===== src/rtl/reaction_display.sv =====
// Reaction-time display driver: saturates the 14-bit reaction value to 9999,
// converts it to four BCD digits with a sequential double-dabble engine and
// scans a 4-digit common-anode 7-segment display with leading-zero blanking.
module reaction_display #(
  parameter int unsigned REFRESH_DIV = 50000
) (
  input  logic        clk,
  input  logic        reset,
  input  logic [13:0] reaction,
  output logic [6:0]  seg,
  output logic [3:0]  an,
  output logic        busy
);

  localparam int unsigned CW = (REFRESH_DIV > 1) ? $clog2(REFRESH_DIV) : 1;

  typedef enum logic [1:0] {IDLE, CONV, LOAD} state_t;

  state_t        state, state_n;
  logic          start;
  logic [13:0]   val;
  logic [13:0]   last_val;
  logic [13:0]   cap_val;
  logic [13:0]   shift_reg;
  logic [15:0]   bcd;
  logic [15:0]   bcd_adj;
  logic [3:0]    nib;
  logic [3:0]    step;
  logic          pending;
  logic [15:0]   digits;
  logic [CW-1:0] rcnt;
  logic [1:0]    idx;
  logic [3:0]    cur;
  logic          blank;
  logic [6:0]    pat;
  logic [6:0]    seg_n;

  // Clamp the incoming value to the largest four-digit number
  always_comb begin
    val = (reaction > 14'd9999) ? 14'd9999 : reaction;
  end

  // Converter next-state: start when forced or the clamped value differs
  always_comb begin
    state_n = state;
    start   = 1'b0;
    case (state)
      IDLE: begin
        if (pending || (val != last_val)) begin
          start   = 1'b1;
          state_n = CONV;
        end
      end
      CONV:    if (step == 4'd13) state_n = LOAD;
      LOAD:    state_n = IDLE;
      default: state_n = IDLE;
    endcase
  end

  // Double-dabble correction: add 3 to every BCD nibble of 5 or more
  always_comb begin
    bcd_adj = bcd;
    nib     = '0;
    for (int unsigned i = 0; i < 4; i++) begin
      nib = bcd[4*i +: 4];
      bcd_adj[4*i +: 4] = (nib >= 4'd5) ? nib + 4'd3 : nib;
    end
  end

  // Converter state register
  always_ff @(posedge clk) begin
    if (reset) state <= IDLE;
    else       state <= state_n;
  end

  // Converter datapath: capture, shift steps, and result load
  always_ff @(posedge clk) begin
    if (reset) begin
      shift_reg <= '0;
      bcd       <= '0;
      step      <= '0;
      pending   <= 1'b1;
      busy      <= 1'b0;
      digits    <= '0;
      last_val  <= '0;
      cap_val   <= '0;
    end else begin
      case (state)
        IDLE: begin
          if (start) begin
            shift_reg <= val;
            cap_val   <= val;
            bcd       <= '0;
            step      <= '0;
            pending   <= 1'b0;
            busy      <= 1'b1;
          end
        end
        CONV: begin
          {bcd, shift_reg} <= {bcd_adj[14:0], shift_reg, 1'b0};
          step             <= step + 4'd1;
        end
        LOAD: begin
          digits   <= bcd;
          last_val <= cap_val;
          busy     <= 1'b0;
        end
        default: ;
      endcase
    end
  end

  // Segment pattern for the digit currently selected, with leading-zero blanking
  always_comb begin
    cur   = digits[{idx, 2'b00} +: 4];
    blank = 1'b0;
    case (idx)
      2'd1:    blank = (digits[15:4] == '0);
      2'd2:    blank = (digits[15:8] == '0);
      2'd3:    blank = (digits[15:12] == '0);
      default: blank = 1'b0;
    endcase
    case (cur)
      4'd0:    pat = 7'h40;
      4'd1:    pat = 7'h79;
      4'd2:    pat = 7'h24;
      4'd3:    pat = 7'h30;
      4'd4:    pat = 7'h19;
      4'd5:    pat = 7'h12;
      4'd6:    pat = 7'h02;
      4'd7:    pat = 7'h78;
      4'd8:    pat = 7'h00;
      4'd9:    pat = 7'h10;
      default: pat = 7'h7F;
    endcase
    seg_n = blank ? 7'h7F : pat;
  end

  // Refresh timer, scan index and registered display outputs
  always_ff @(posedge clk) begin
    if (reset) begin
      rcnt <= '0;
      idx  <= '0;
      seg  <= 7'h7F;
      an   <= 4'hF;
    end else begin
      if (rcnt == CW'(REFRESH_DIV - 1)) begin
        rcnt <= '0;
        idx  <= idx + 2'd1;
      end else begin
        rcnt <= rcnt + 1'b1;
      end
      an  <= ~(4'b0001 << idx);
      seg <= seg_n;
    end
  end

endmodule


===== config.mk =====
export PLATFORM = sky130hd
export DESIGN_NAME = reaction_display
export DESIGN_NICKNAME = d
export VERILOG_FILES = /design/src/rtl/reaction_display.sv
export SDC_FILE = /design/constraint.sdc
export NUM_CORES = 1
export LEC_CHECK = 0
export CORE_ASPECT_RATIO = 1.4
export CORE_UTILIZATION = 35
export CTS_BUF_LIST = sky130_fd_sc_hd__clkbuf_8 sky130_fd_sc_hd__clkbuf_16
export CTS_CLUSTER_DIAMETER = 120
export CTS_CLUSTER_SIZE = 16
export DETAILED_ROUTE_END_ITERATION = 10
export SLEW_MARGIN = 20
export SYNTH_ARGS = -nofsm -noshare
export SYNTH_HDL_FRONTEND = slang
export SYNTH_SLANG_ARGS = --single-unit

===== constraint.sdc =====
create_clock -name clk -period 3 [get_ports clk]
set_clock_uncertainty 0.15 [all_clocks]
set_input_delay 0.6 -clock clk [delete_from_list [all_inputs] [get_ports clk]]
set_output_delay 0.6 -clock clk [all_outputs]
set_load 0.01 [all_outputs]

Word-level counts from Yosys, hierarchy flattened
Memories as Yosys holds them, arrays and structs flattened. A register that Yosys moved wholly into a read port is not among the register bits.
Index checks and enable logic that the tools add are counted.
Operators by class
  magnitude comparators: 5
  shift operators: 2
  mux-type cells: 19
  bitwise operators: 1
  eq/ne operators: 11
  reductions and logical operators: 13
  $add $sub $neg: 7
Operators with widths (number)
  $pmux 16 s2: 1
  $mux 14: 2
  $pmux 14 s2: 1
  $add 16x1->16 const B: 1
  $eq 16x16->1 const B: 1
  $ge 4x3->1 const B: 4
  $mux 16: 1
  $mux 4: 4
  $shiftx 16x5->4: 1
  $gt 14x14->1 const B: 1
  $ne 14x14->1: 1
  $add 4x2->4 const B: 3
  $logic_not 12->1: 1
  $logic_not 8->1: 1
  $pmux 4 s2: 1
  $reduce_and 2->1: 4
  $eq 2x2->1 const B: 3
  $ne 2x2->1 const B: 3
  $add 4x1->4 const B: 1
  $eq 2x1->1 const B: 2
  $eq 4x4->1 const B: 1
  $logic_not 4->1: 1
  $mux 2: 2
  $not 4->4: 1
  12 further kinds: 16
Word-level totals
  bits in read-only memories: 112
  memories kept: 1
  word-level logic and storage cells: 71
  register bits: 104
  bits of input ports: 16
Memories
  (name not given): words 16, width 7, read ports 1, clocked after memory_dff 1, write ports 0, RTL line 123  | case (cur)

Logic depth before layout (Yosys ltp)
  depth after elaboration: 8
  gate-level depth with buffers: 10
  depth with buffers taken out: 7

Worst setup path after synthesis
No wires, ideal clock.
  path type: input to register
  start: input reaction[6]
  end: register shift_reg[4]
  required time: 2.747 ns
  path slack: 0.379 ns
  stages on the path: 7
  setup time: 0.103 ns
  data arrival time: 2.368 ns
  cells stage by stage: nor4_2 -> o21ai_2 -> or4_1 -> a211oi_2 -> a21oi_2 -> buf_6 -> a2111oi_2
On the way
  longest elaborated chain between the ends: 8
Ends and longest elaborated chain
  start: declaration: RTL line 9  | input logic [13:0] reaction,
  $gt 14x14->1: RTL line 40  | val = (reaction > 14'd9999) ? 14'd9999 : reaction;
  $mux 14 (*): RTL line 40
  $ne 14x14->1: RTL line 49  | if (pending || (val != last_val)) begin
  $logic_or 1x1->1: RTL line 49
  $mux 1: RTL line 49
  $mux 1: RTL line 47  | case (state)
  $ne 2x2->1 (no line)
  $reduce_and 2->1 (no line)
  end signal: assignment: RTL line 91  | shift_reg <= val;
  end signal: assignment: RTL line 100  | {bcd, shift_reg} <= {bcd_adj[14:0], shift_reg, 1'b0};
  end: declaration: RTL line 24  | logic [13:0] shift_reg;
Mark *: on every way between the ends. The rest lies on a longest branch, timed or not. The select of a mux whose other input is x is not followed.
A chain may end at the register's enable or synchronous reset.

Worst setup path after layout
  start: input reaction[13]
  end: register shift_reg[12]
The elaborated chain is that of the path after synthesis.

==> impl_metrics.yaml <==
run_status:
  status: "completed"
job:
  cap_violations: 0
yosys:
  synth.top_cell.area_share_pct: 43.6
  ys.flop_type: "dfxtp_1"
  yosysWarnings: 0
  yosys-top-cells-area: "dfxtp_1 44%, nand2_1 6.6%, ha_1 5.2%"
  synth-seq-cells: 111
  async_flop_share_pct: 0
  yosys.area.top_type: "dfxtp_1"
  synth_nets: 611
  yosysSeqAreaShare_pct: 43.6
  synthCells: 574
  synth_edf_count: 0
  netlist_area_mm2: 0.00510
  avgSynthCellArea_um2: 8.88
  synth_cell_types: 62
grt:
  antenna_found_initial: 0
  grt_pass1_wl_um: 19000
  grtUsageTotal_pct: 15.7
  grt_max_degree: 32
  gr-total-overflow: 0
  grt_pass1_vias: 4084
drt:
  wl_met1_um: 5050
  route.detailed.wl_per_inst_um: 13.7
  vias: 4125
  wl_met3_um: 209
  highest_layer: "met4"
  wl_um: 11200
  drtPass1Iterations: 6
  drcViolationCount: 0
  routed-wl-met2_um: 5670
  via_per_inst: 5.06
  antenna_left: 0
  drt_iter0_drc: 211
cells_and_area:
  area_growth_pct: 19.2
  top_regs: "bcd: 16 flops, digits: 16 flops, rcnt: 16 flops"
  drive_above_1_share_pct: 12.9
  final_util_pct: 43.3
  n_antenna_cell: 0
  final_nets: 662
timing:
  min_period_ns: 2.90
  worst_slack_ns: 0.100
  setup_tns_ns: 0
  rsz0062_at_grt: "yes"
  finalMaxSlewViolations: 0
  tightest_slew_ns: 0.537
  slew_headroom_pct: 64.2
  timing.fmax_mhz: 345
  hold_violations: 0
  setup_violations: 0
  period_share_pct: 96.7
pwr:
  ir_worst_vdd_mv: 0.262
  power.static_leakage_nw: 2.33
  p_per_area_mw_per_mm2: 483
clock_network:
  clock_sinks: 111
  clock-root-buffer: "clkbuf_16"
  clk_latency_ns: 0.34
  clk_path_buf_depth: 2
  tritoncts: "built"
  htreeDepth: 3
  clk_pin_slew_ns: 0.07
  cts_inserted_buffers: 9
placed_design:
  portBuffers: 27
  pre_cts_slack_ns: -0.242
  place_hpwl_um: 8290
  place_congestion: 0.805
worst_setup_path:
  path_buf_inv: 3
  path_class: "primary input to flop"
  crit_fanout: 7
  crit_slowest_cell: "clkdlybuf4s50_1"
  cpMostUsedCell: "buf_4"
  reg2reg_slack_ns: 0.66
  start_kind: "primary input"
  r2r-end: "shift_reg[12]"
  crit_arrival_ns: 2.97
  cp.depth: 9
  endpoint: "shift_reg[12]"
  rr_worst_depth: 7
  worstPathRequired_ns: 3.07
  crit_path_start: "reaction[13]"
  reg2reg_from: "last_val[13]"
  cp_top_family: "buffers and inverters"
  slowest_delay_ns: 0.44
  path_cells: "clkdlybuf4s50_1 > buf_4 > and3b_1 > o21bai_1 > or4_1 > a211oi_2 > buf_4 > nand2_1 > a2111oi_1"
  end_kind: "flop"
floorplan:
  initial_core_util_pct: 36.3
  core-area_mm2: 0.0140
  io_pins: 28
  fp.dieW_um: 104
  num_rows: 51
  fp.dieH_um: 145
  die-area_mm2: 0.0151
worst_hold_path:
  holdCritPathClass: "flop to flop"
==> report_power, final <==
| part | internal, mW | switching (mW) |
|---|---|---|
| combinational | 0.120 | 0.132 |
| clock | 0.609 | 0.528 |
| sequential | 1.52 | 0.0271 |
| total | 2.25 | 0.687 |
==> Yosys cell counts, types with 3 or more instances <==
master and instances:
o22ai_1 4, a31o_2 4, nand3_1 10, a31oi_1 4, nand2b_1 8, mux4_2 4
o221a_2 4, and3_1 10, ha_1 21, nor3_1 8, o21ai_0 16, clkbuf_1 18
nand2_1 90, buf_6 3, xor2_1 14, o221ai_1 3, nand4_1 4, a22o_1 13
o21a_1 5, o31ai_1 5, a21oi_1 42, buf_2 3, a211oi_1 7, mux2i_1 14
inv_1 21, xnor2_1 13, nor2b_1 6, nor2_1 62, dfxtp_1 111
==> placed cells by master (no fill, tap or decap), types with 9 or more instances in the layout <==
master | netlist | final
clkdlybuf4s50_1 | 0 | 24
inv_1 | 21 | 23
xor2_1 | 14 | 14
and3_1 | 10 | 10
dfxtp_1 | 111 | 111
o21ai_0 | 16 | 16
clkbuf_16 | 0 | 9
nor2_1 | 62 | 62
buf_4 | 0 | 38
xnor2_1 | 13 | 13
nand3_1 | 10 | 10
a21oi_1 | 42 | 42
nand2_1 | 90 | 90
ha_1 | 21 | 21
mux2i_1 | 14 | 14
a22o_1 | 13 | 13
==> how the worst min path moves through the flow <==
stage	slack [ns]	cells after the start	startpoint	end
2_1_floorplan	0.26	1	rcnt[0]	rcnt[0]
3_3_place_gp	0.27	1	rcnt[0]	rcnt[0]
3_5_place_dp	0.30	1	rcnt[0]	rcnt[0]
4_1_cts	0.30	2	cap_val[13]	last_val[13]
5_1_grt	0.32	2	cap_val[13]	last_val[13]
6_report	0.30	2	cap_val[13]	last_val[13]
==> cell families after synthesis <==
logic type      share of synthesized area, %
simple gates                            19.2
compound gates                          18.3
flops                                   43.6
buf+inv                                 4.12
xor+xnor                                4.64
fa+ha+maj                               5.15
mux                                     4.96
==> what timing repair did <==
item                                    4_1_cts  5_1_grt
resized for setup                             0        3
endpoints found under the setup margin        0        7
buffers inserted                              0        0
hold buffers                                  0        0
endpoints found under the hold margin         0        0
==> tightest hold or removal path: stages (launching register included) <==
cell and delay [ns]:
dfxtp_1 0.31, nand2_1 0.05, a21oi_1 0.05
==> stage by stage <==
stage          total power, mW  hold WS [ns]  cells  instance area (um2)
2_1_floorplan             1.72         0.263    574                 5100
3_3_place_gp              1.82         0.274    799                 5780
3_5_place_dp              1.83         0.295    799                 5780
4_1_cts                   2.96         0.303    815                 6060
5_1_grt                   3.05         0.321    815                 6080
6_report                  2.93         0.302    815                 6080
==> layer usage <==
| metal | vias up | track usage (%) |
|---|---|---|
| li1 | 2090 | - |
| met1 | 1966 | 17.9 |
| met2 | 49 | 28.9 |
| met3 | 20 | 1.88 |
| met4 | 0 | 7.67 |
| met5 | - | 0 |
==> layout make-up <==
| cell class | count | area, um2 |
|---|---|---|
| Sequential cell | 111 | 2220 |
| Clock inverter | 5 | 33.8 |
| Clock buffer | 11 | 253 |
| Fill cell | 1377 | 7960 |
| Tap cell | 185 | 231 |
| Inverter | 23 | 86.3 |
| Multi-Input combinational cell | 414 | 2670 |
| Timing Repair Buffer | 66 | 576 |
No activity file was read; power rests on OpenSTA's default activity.
